`src/rtl/shift_word_pkg.sv`:
```
`default_nettype none
// ============================================================================
//  Module      : shift_word_pkg
//  Description : Shared types and helpers for the shift_word_register family.
//  Revision    : 1.0 - initial release
// ============================================================================

package shift_word_pkg;

    typedef enum logic [0:0] {
        IDLE  = 1'b0,
        SHIFT = 1'b1
    } state_e;

    // Bit-counter width for a word of the given length, never narrower than 1.
    function automatic int CountWidth(input int width);
        int w;
        w = $clog2(width);
        return (w < 1) ? 1 : w;
    endfunction

endpackage

`default_nettype wire

```
`src/rtl/word_hold_reg.sv`:
```
`default_nettype none
// ============================================================================
//  Module      : word_hold_reg
//  Description : One-entry valid/ready holding register with sticky overrun
//                flag; a word completed while the previous one is unclaimed
//                is dropped.
//  Revision    : 1.0 - initial release
// ============================================================================

module word_hold_reg
    import shift_word_pkg::*;
#(
    parameter int DATA_W = 8
) (
    input  logic              clk,
    input  logic              rst,
    input  logic              capture_i,
    input  logic [DATA_W-1:0] capture_data_i,
    input  logic              ready_i,
    input  logic              overrun_clr_i,
    output logic              valid_o,
    output logic [DATA_W-1:0] data_o,
    output logic              overrun_o
);

    logic              valid_q;
    logic [DATA_W-1:0] data_q;
    logic              overrun_q;
    logic              w_drop;

    // A capture coinciding with ready replaces the consumed word.
    assign w_drop = capture_i && valid_q && !ready_i;

    always_ff @(posedge clk) begin
        if (rst) begin
            valid_q   <= 1'b0;
            data_q    <= '0;
            overrun_q <= 1'b0;
        end else begin
            if (capture_i && !w_drop) begin
                data_q  <= capture_data_i;
                valid_q <= 1'b1;
            end else if (ready_i) begin
                valid_q <= 1'b0;
            end

            if (w_drop) begin
                overrun_q <= 1'b1;
            end else if (overrun_clr_i) begin
                overrun_q <= 1'b0;
            end
        end
    end

    assign valid_o   = valid_q;
    assign data_o    = data_q;
    assign overrun_o = overrun_q;

endmodule

`default_nettype wire

```
`src/rtl/shift_word_register.sv`:
```
`default_nettype none
// ============================================================================
//  Module      : shift_word_register
//  Description : Full-duplex serial shifter with word framing, one-entry tx
//                buffer and valid/ready rx word output.
//                Optional: define SHIFT_WORD_REGISTER_PARITY_EN to add the
//                even-parity output word_parity.
//  Revision    : 1.0 - initial release
// ============================================================================

module shift_word_register
    import shift_word_pkg::*;
#(
    parameter int   WIDTH       = 8,
    parameter logic RESET_VALUE = 1'b0,
    parameter bit   MSB_FIRST   = 1'b0
) (
    input  logic             clk,
    input  logic             rst,
    input  logic             shift_en,
    input  logic             flush,
    input  logic             serial_in,
    output logic             serial_out,
    input  logic             load_valid,
    output logic             load_ready,
    input  logic [WIDTH-1:0] load_data,
    output logic             word_valid,
    input  logic             word_ready,
    output logic [WIDTH-1:0] word_data,
    output logic             busy,
    output logic             overrun,
    input  logic             overrun_clr
`ifdef SHIFT_WORD_REGISTER_PARITY_EN
    ,
    output logic             word_parity
`endif
);

    localparam int                 C_CNT_W      = CountWidth(WIDTH);
    localparam logic [C_CNT_W-1:0] C_LAST       = C_CNT_W'(WIDTH - 1);
    localparam logic [C_CNT_W-1:0] C_ONE        = C_CNT_W'(1);
    localparam logic [WIDTH-1:0]   C_RESET_WORD = {WIDTH{RESET_VALUE}};

    state_e             state_q;
    logic [C_CNT_W-1:0] cnt_q;
    logic [WIDTH-1:0]   shreg_q;
    logic [WIDTH-1:0]   tx_data_q;
    logic               tx_full_q;

    logic [WIDTH-1:0]   w_shifted;
    logic               w_boundary;
    logic               w_idle_load;
    logic               w_load_fire;

    generate
        if (MSB_FIRST) begin : g_msb_first
            assign w_shifted  = {shreg_q[WIDTH-2:0], serial_in};
            assign serial_out = shreg_q[WIDTH-1];
        end else begin : g_lsb_first
            assign w_shifted  = {serial_in, shreg_q[WIDTH-1:1]};
            assign serial_out = shreg_q[0];
        end
    endgenerate

    assign load_ready  = !tx_full_q && !rst;
    assign w_load_fire = load_valid && load_ready;
    assign w_boundary  = shift_en && !flush && (state_q == SHIFT) && (cnt_q == C_LAST);
    assign w_idle_load = !flush && !shift_en && (state_q == IDLE) && tx_full_q;

    always_ff @(posedge clk) begin
        if (rst) begin
            state_q   <= IDLE;
            cnt_q     <= '0;
            shreg_q   <= C_RESET_WORD;
            tx_full_q <= 1'b0;
            tx_data_q <= '0;
        end else begin
            // Acceptance needs an empty buffer and draining needs a full one,
            // so these never collide with the drains below.
            if (w_load_fire) begin
                tx_full_q <= 1'b1;
                tx_data_q <= load_data;
            end

            if (flush) begin
                state_q <= IDLE;
                cnt_q   <= '0;
            end else if (shift_en) begin
                if (w_boundary) begin
                    state_q <= IDLE;
                    cnt_q   <= '0;
                    if (tx_full_q) begin
                        shreg_q   <= tx_data_q;
                        tx_full_q <= 1'b0;
                    end else begin
                        shreg_q <= w_shifted;
                    end
                end else begin
                    state_q <= SHIFT;
                    cnt_q   <= cnt_q + C_ONE;
                    shreg_q <= w_shifted;
                end
            end else if (w_idle_load) begin
                shreg_q   <= tx_data_q;
                tx_full_q <= 1'b0;
            end
        end
    end

    assign busy = (state_q == SHIFT);

`ifdef SHIFT_WORD_REGISTER_PARITY_EN
    localparam int C_HOLD_W = WIDTH + 1;
`else
    localparam int C_HOLD_W = WIDTH;
`endif

    logic [C_HOLD_W-1:0] w_hold_in;
    logic [C_HOLD_W-1:0] w_hold_out;

`ifdef SHIFT_WORD_REGISTER_PARITY_EN
    assign w_hold_in   = {^w_shifted, w_shifted};
    assign word_data   = w_hold_out[WIDTH-1:0];
    assign word_parity = w_hold_out[WIDTH];
`else
    assign w_hold_in   = w_shifted;
    assign word_data   = w_hold_out;
`endif

    word_hold_reg #(
        .DATA_W (C_HOLD_W)
    ) u_hold (
        .clk            (clk),
        .rst            (rst),
        .capture_i      (w_boundary),
        .capture_data_i (w_hold_in),
        .ready_i        (word_ready),
        .overrun_clr_i  (overrun_clr),
        .valid_o        (word_valid),
        .data_o         (w_hold_out),
        .overrun_o      (overrun)
    );

endmodule

`default_nettype wire

```
`config.mk`:
```
export PLATFORM = sky130hd
export DESIGN_NAME = shift_word_register
export DESIGN_NICKNAME = d
export VERILOG_FILES = /design/src/rtl/shift_word_pkg.sv /design/src/rtl/word_hold_reg.sv /design/src/rtl/shift_word_register.sv
export SDC_FILE = /design/constraint.sdc
export NUM_CORES = 1
export LEC_CHECK = 0
export BUFFER_PORTS_ARGS = -buffer_cell sky130_fd_sc_hd__buf_2
export CAP_MARGIN = 30
export CORE_AREA = 4 4 63 71
export CTS_BUF_LIST = sky130_fd_sc_hd__clkbuf_8
export CTS_CLUSTER_SIZE = 20
export DETAILED_ROUTE_END_ITERATION = 16
export DIE_AREA = 0 0 67 75
export GPL_TIMING_DRIVEN = 0
export SYNTH_ARGS = -nofsm -noshare
export SYNTH_HDL_FRONTEND = slang
export SYNTH_HIERARCHICAL = 1
export SYNTH_SLANG_ARGS = --single-unit
```
`constraint.sdc`:
```
create_clock -name clk -period 4 [get_ports clk]
set_input_delay 0.4 -clock clk [delete_from_list [all_inputs] [get_ports clk]]
set_output_delay 0.4 -clock clk [all_outputs]
set_load 0.05 [all_outputs]
```
==> results.toml, run 1 <==
[outcome]
status = "completed"

[setup_path]
r2r_cells = 7
crit_fanout = 8
cp.arrival_ns = 2.03
cpLargestDelayFamily = "simple AND/OR/NAND/NOR gates"
cpPeakStageDelay_ns = 0.36
path_cells = "ha_1 > ha_1 > nand2_1 > nor3_1 > nor2b_2 > buf_6 > mux2i_1"
end_kind = "flop"
cp-start-kind = "flop"
critPathKind = "reg2reg"
path_buf_inv = 1
path_depth = 7
crit_top_cell = "ha_1"
worst-endpoint-required_ns = 4.21
slowest_stage = "dfxtp_1"

[detailed_routing]
viasPerCell = 4.909
drc = 0
drt_iter0_markers = 25
totalWireLength_um = 3026
antenna_left = 0
wl_per_cell_um = 12.56
vias = 1183
dr.pass1.iters = 4

[floorplan]
core_area_um2 = 3814
io_pins = 29
chipWidth_um = 67
die_area_um2 = 5025
initial_core_util = 0.3839
die_height_um = 75
rows = 24

[layout]
finalInstanceArea_um2 = 1764
ff_latch_area_um2 = 620.6
n_antenna_cell = 0
utilization = 0.4626
syn2layout_area_growth_pct = 20.51
final_common_cell = "dfxtp_1"
nNetsFinal = 206
drive_gt1_frac = 0.2540
n_fill_cell = 413
multi_input_area_um2 = 743.2
final_cell_mix = "dfxtp_1, buf_2, nand2b_1, mux2i_1, a221oi_1"
fin_cells = 241

[sta]
rsz0062_at_grt = "no"
setup_viol_count_final = 0
slew_headroom = 0.6822
setup_slack_ns = 2.181
fin_crit_sh = 0.4547
clock.fmax_ghz = 0.5498
slew_violations = 0
skew_ns = 0.004385
fin_tns_setup_ns = 0
hold_viol_final = 0
tightest_slew_ns = 0.4766
finalCriticalPeriod_ns = 1.819
holdWs_ns = 0.3508

[cts]
clock-root-buffer = "clkbuf_8"
clock_latency_ns = 0.28
cts_buffers = 5
clkSlewWorstSetupHoldPaths_ns = 0.06
hold_buffers = 0
ctsResizeCount = 0
cts_buffer_depth = 2
cts.sinks = 31
cts_setup_buffers = 0
cts_tree = "yes"
htreeDepth = 2

[pwr]
p_per_area_nw_per_um2 = 381.6
total_power_uw = 673.1
p_leak_nw = 0.7363
vdd_drop_max_uv = 243.1

[placed_design]
place_hpwl_um = 2296
portBuffers = 27
place_inst = 233
gp_congestion = 0.8300
dp_slack_ns = 2.099
placed_area_um2 = 1664

[grt]
grt_max_degree = 14
grt_pass1_wl_um = 5057
antenna_found_initial = 0
track_usage = 0.1350
grt_remaining_overflow = 0
grt_pass1_vias = 1159

[synth]
ys_warn_count = 6
syn_inst = 154
synth-seq-cells = 31
syn_nets = 172
avgSynthCellArea_um2 = 9.506
syn_area_um2 = 1464
synthDistinctLibCells = 32
yosysSeqAreaShare = 0.4239

[hold_path]
whs_path_depth = 3
hold_path_class = "in2reg"

[job]
cap_violations = 0
## path summary, 6_finish.rpt
path	startpoint	endpoint	slack (ns)
hold / removal	load_data[2]	tx_data_q[2]	0.35
setup reg to reg	cnt_q[0]	u_hold/data_o[7]	2.18
setup / recovery	cnt_q[0]	u_hold/data_o[7]	2.18
hold reg to reg	shreg_q[0]	shreg_q[0]	0.47
## per-layer routing
layer,global-route usage,vias to the layer above,wire [µm]
met5,0,-,0
met4,0.06757,0,63
met3,0.05224,6,203
met2,0.2172,33,1345
met1,0.1563,533,1414
li1,-,611,-
## layout make-up
class                   count  area share
inverters                  10     0.02128
plain buffers              11     0.03546
clock buffers               7     0.05461
flip-flops and latches     31      0.3518
well taps                  52     0.03688
multi-input cells         102      0.4213
repair buffers             27     0.07660
clock inverters             1    0.002128
## cell families after synthesis
| kind of cell | synth area share |
|---|---|
| adders and majority gates | 0.01709 |
| AOI/OAI and AO/OA | 0.1598 |
| muxes | 0.1162 |
| DFF | 0.4239 |
| and+or+nand+nor | 0.2145 |
| buffers and inverters | 0.06837 |
## registers in the layout (all words and copies together) (netlist names)
name,cells
shreg_q,8
tx_data_q,8
u_hold/data_o,8
cnt_q,3
busy,1
tx_full_q,1
u_hold/overrun_o,1
u_hold/valid_o,1
## cell usage after synthesis
| cell type | number | area, µm² |
|---|---|---|
| inv_2 | 1 | 3.750 |
| a21o_4 | 1 | 15.01 |
| ha_1 | 2 | 25.02 |
| a31oi_1 | 1 | 6.260 |
| nor2b_2 | 1 | 8.760 |
| nor3_1 | 4 | 20.02 |
| nand2_1 | 2 | 7.510 |
| nor2b_4 | 1 | 13.76 |
| a221oi_1 | 15 | 131.4 |
| a21oi_1 | 1 | 5.000 |
| nand3b_1 | 1 | 7.510 |
| buf_6 | 2 | 22.52 |
| clkbuf_2 | 2 | 10.01 |
| and2b_2 | 1 | 8.760 |
| nand3_1 | 1 | 5.000 |
| o21ai_1 | 2 | 10.01 |
| and2_1 | 8 | 50.05 |
| buf_1 | 1 | 3.750 |
| a311oi_1 | 1 | 8.760 |
| a211oi_1 | 1 | 7.510 |
| inv_1 | 9 | 33.78 |
| mux2i_1 | 17 | 170.2 |
| nor2b_1 | 2 | 12.51 |
| nor2_1 | 13 | 48.80 |
| and4b_1 | 1 | 10.01 |
| nand2b_1 | 17 | 106.4 |
| clkbuf_1 | 3 | 11.26 |
| dfxtp_1 | 31 | 620.6 |
| a221oi_2 | 1 | 15.01 |
| nand4b_2 | 1 | 15.01 |
| o21ai_0 | 7 | 35.03 |
| buf_2 | 3 | 15.01 |
## report_power, final
part,leakage [nW],internal (mW),switching (mW),total [mW]
Sequential,0.253,0.322,0.00988,0.332
Clock,0.0557,0.154,0.111,0.265
Combinational,0.427,0.0341,0.0421,0.0762
Total,0.736,0.511,0.163,0.673
## tightest hold or removal path, stage by stage
cell and delay [ns]:
buf_2 0.07, mux2i_1 0.05, nor2_1 0.07
(Power assumes the default switching activity.)
==> inputs of run 2 (changes only) <==
clock period = 1.8 ns   (was 4 ns; I/O delays follow)
==> results.toml, run 2 (synthesis gave the netlist of run 1 again) <==
[outcome]
status = "completed"

[floorplan]
die_height_um = 75
chipWidth_um = 67
io_pins = 29
die_area_um2 = 5025
initial_core_util = 0.3839
core_area_um2 = 3814
rows = 24

[setup_path]
cp.arrival_ns = 1.86
cp-start-kind = "flop"
worst-endpoint-required_ns = 2.01
critPathKind = "reg2reg"
crit_fanout = 8
end_kind = "flop"
reg2reg_from = "cnt_q[0]"
startpoint = "cnt_q[0]"

[sta]
skew_ns = 0.004635
setup_viol_count_final = 0
fin_tns_setup_ns = 0
finalCriticalPeriod_ns = 1.657
slew_violations = 0
tightest_slew_ns = 0.4983
fin_crit_sh = 0.9203
hold_viol_final = 0
clock.fmax_ghz = 0.6037
slew_headroom = 0.6678
rsz0062_at_grt = "no"

[grt]
antenna_found_initial = 0
grt_max_degree = 14
track_usage = 0.1356
grt_pass1_vias = 1164
grt_remaining_overflow = 0
grt_pass1_wl_um = 5085

[hold_path]
hp-start = "load_data[2]"
hold_path_class = "in2reg"

[layout]
nNetsFinal = 207
final_common_cell = "dfxtp_1"
drive_gt1_frac = 0.2737
syn2layout_area_growth_pct = 22.14
n_antenna_cell = 0
final_cell_mix = "dfxtp_1, buf_2, nand2b_1, mux2i_1, a221oi_1"

[cts]
htreeDepth = 2
cts_buffers = 5
clock_latency_ns = 0.28
clock-root-buffer = "clkbuf_8"
cts_buffer_depth = 2
clkSlewWorstSetupHoldPaths_ns = 0.06
cts_tree = "yes"
cts.sinks = 31

[placed_design]
portBuffers = 27
gp_congestion = 0.8300
place_hpwl_um = 2296

[pwr]
p_leak_nw = 0.7445
p_int_mw = 1.135
p_sw_uw = 362.2
p_clk_frac = 0.393
total_power_mw = 1.497
p_comb_frac = 0.114
p_per_area_nw_per_um2 = 837.1
p_seq_frac = 0.493
vdd_drop_max_uv = 540.2
p_sw_frac = 0.2420

[detailed_routing]
totalWireLength_um = 3022
wl_per_cell_um = 12.49
vias = 1196
drc = 0
drt_iter0_markers = 21
antenna_left = 0
viasPerCell = 4.942
dr.pass1.iters = 4

[job]
cap_violations = 0
run 2: layout make-up:
class	count	area [µm²]
buffer	11	62.56
inverter	10	37.54
multi-input combinational	102	759.5
clock inverter	1	3.754
sequential	31	620.6
timing repair buffer	28	142.6
tap	52	65.06
clock buffer	7	96.34
fill	410	2026
run 2: per-layer routing:
metal / GRT usage / routed length (µm)
met5: 0 / 0
met4: 0.06757 / 61
met3: 0.05224 / 215
met2: 0.2194 / 1378
met1: 0.1563 / 1365
run 2: what timing repair did:
action / CTS / global route
setup endpoints to repair: 1 / 8
resized for setup: 1 / 3
setup buffers: 0 / 1
pin swaps: 0 / 1
hold buffers: 0 / 0
run 2: critical path, cell delays in order (launching register included):
cell and delay [ns]:
dfxtp_1 0.36, ha_1 0.16, ha_2 0.22, nand2_2 0.10
nor3_4 0.22, nor2b_2 0.18, buf_6 0.15, mux2i_1 0.20
run 2: metrics by stage:
| stage | util | instance area [µm²] | std cells | hold WS (ns) | setup WS, ns |
|---|---|---|---|---|---|
| 5_1_grt | 0.4688 | 1788 | 242 | 0.1481 | 0.003965 |
| 2_1_floorplan | - | 1464 | 154 | 0.2587 | 0.1549 |
| 4_1_cts | 0.4639 | 1769 | 241 | 0.1234 | 0.1043 |
| 3_5_place_dp | 0.4364 | 1664 | 233 | 0.4228 | 0.005765 |
| 6_report | 0.4688 | 1788 | 242 | 0.1311 | 0.1434 |
| 3_3_place_gp | 0.4364 | 1664 | 233 | 0.4138 | 0.06796 |
run 2: power by group through the flow:
| stage | sequential (mW) | combinational (mW) | clock, mW |
|---|---|---|---|
| 2_1_floorplan | 0.755 | 0.117 | 0 |
| 3_3_place_gp | 0.751 | 0.167 | 0 |
| 3_5_place_dp | 0.753 | 0.171 | 0 |
| 4_1_cts | 0.738 | 0.173 | 0.611 |
| 5_1_grt | 0.741 | 0.190 | 0.644 |
| 6_report | 0.738 | 0.171 | 0.588 |
run 2: final timing paths:
check                                        end  slack [ns]  depth (start not counted)
worst min register to register        shreg_q[0]        0.47                          2
worst min-delay path                tx_data_q[2]        0.13                          3
worst max-delay path            u_hold/data_o[7]        0.14                          7
worst max register to register  u_hold/data_o[7]        0.14                          7
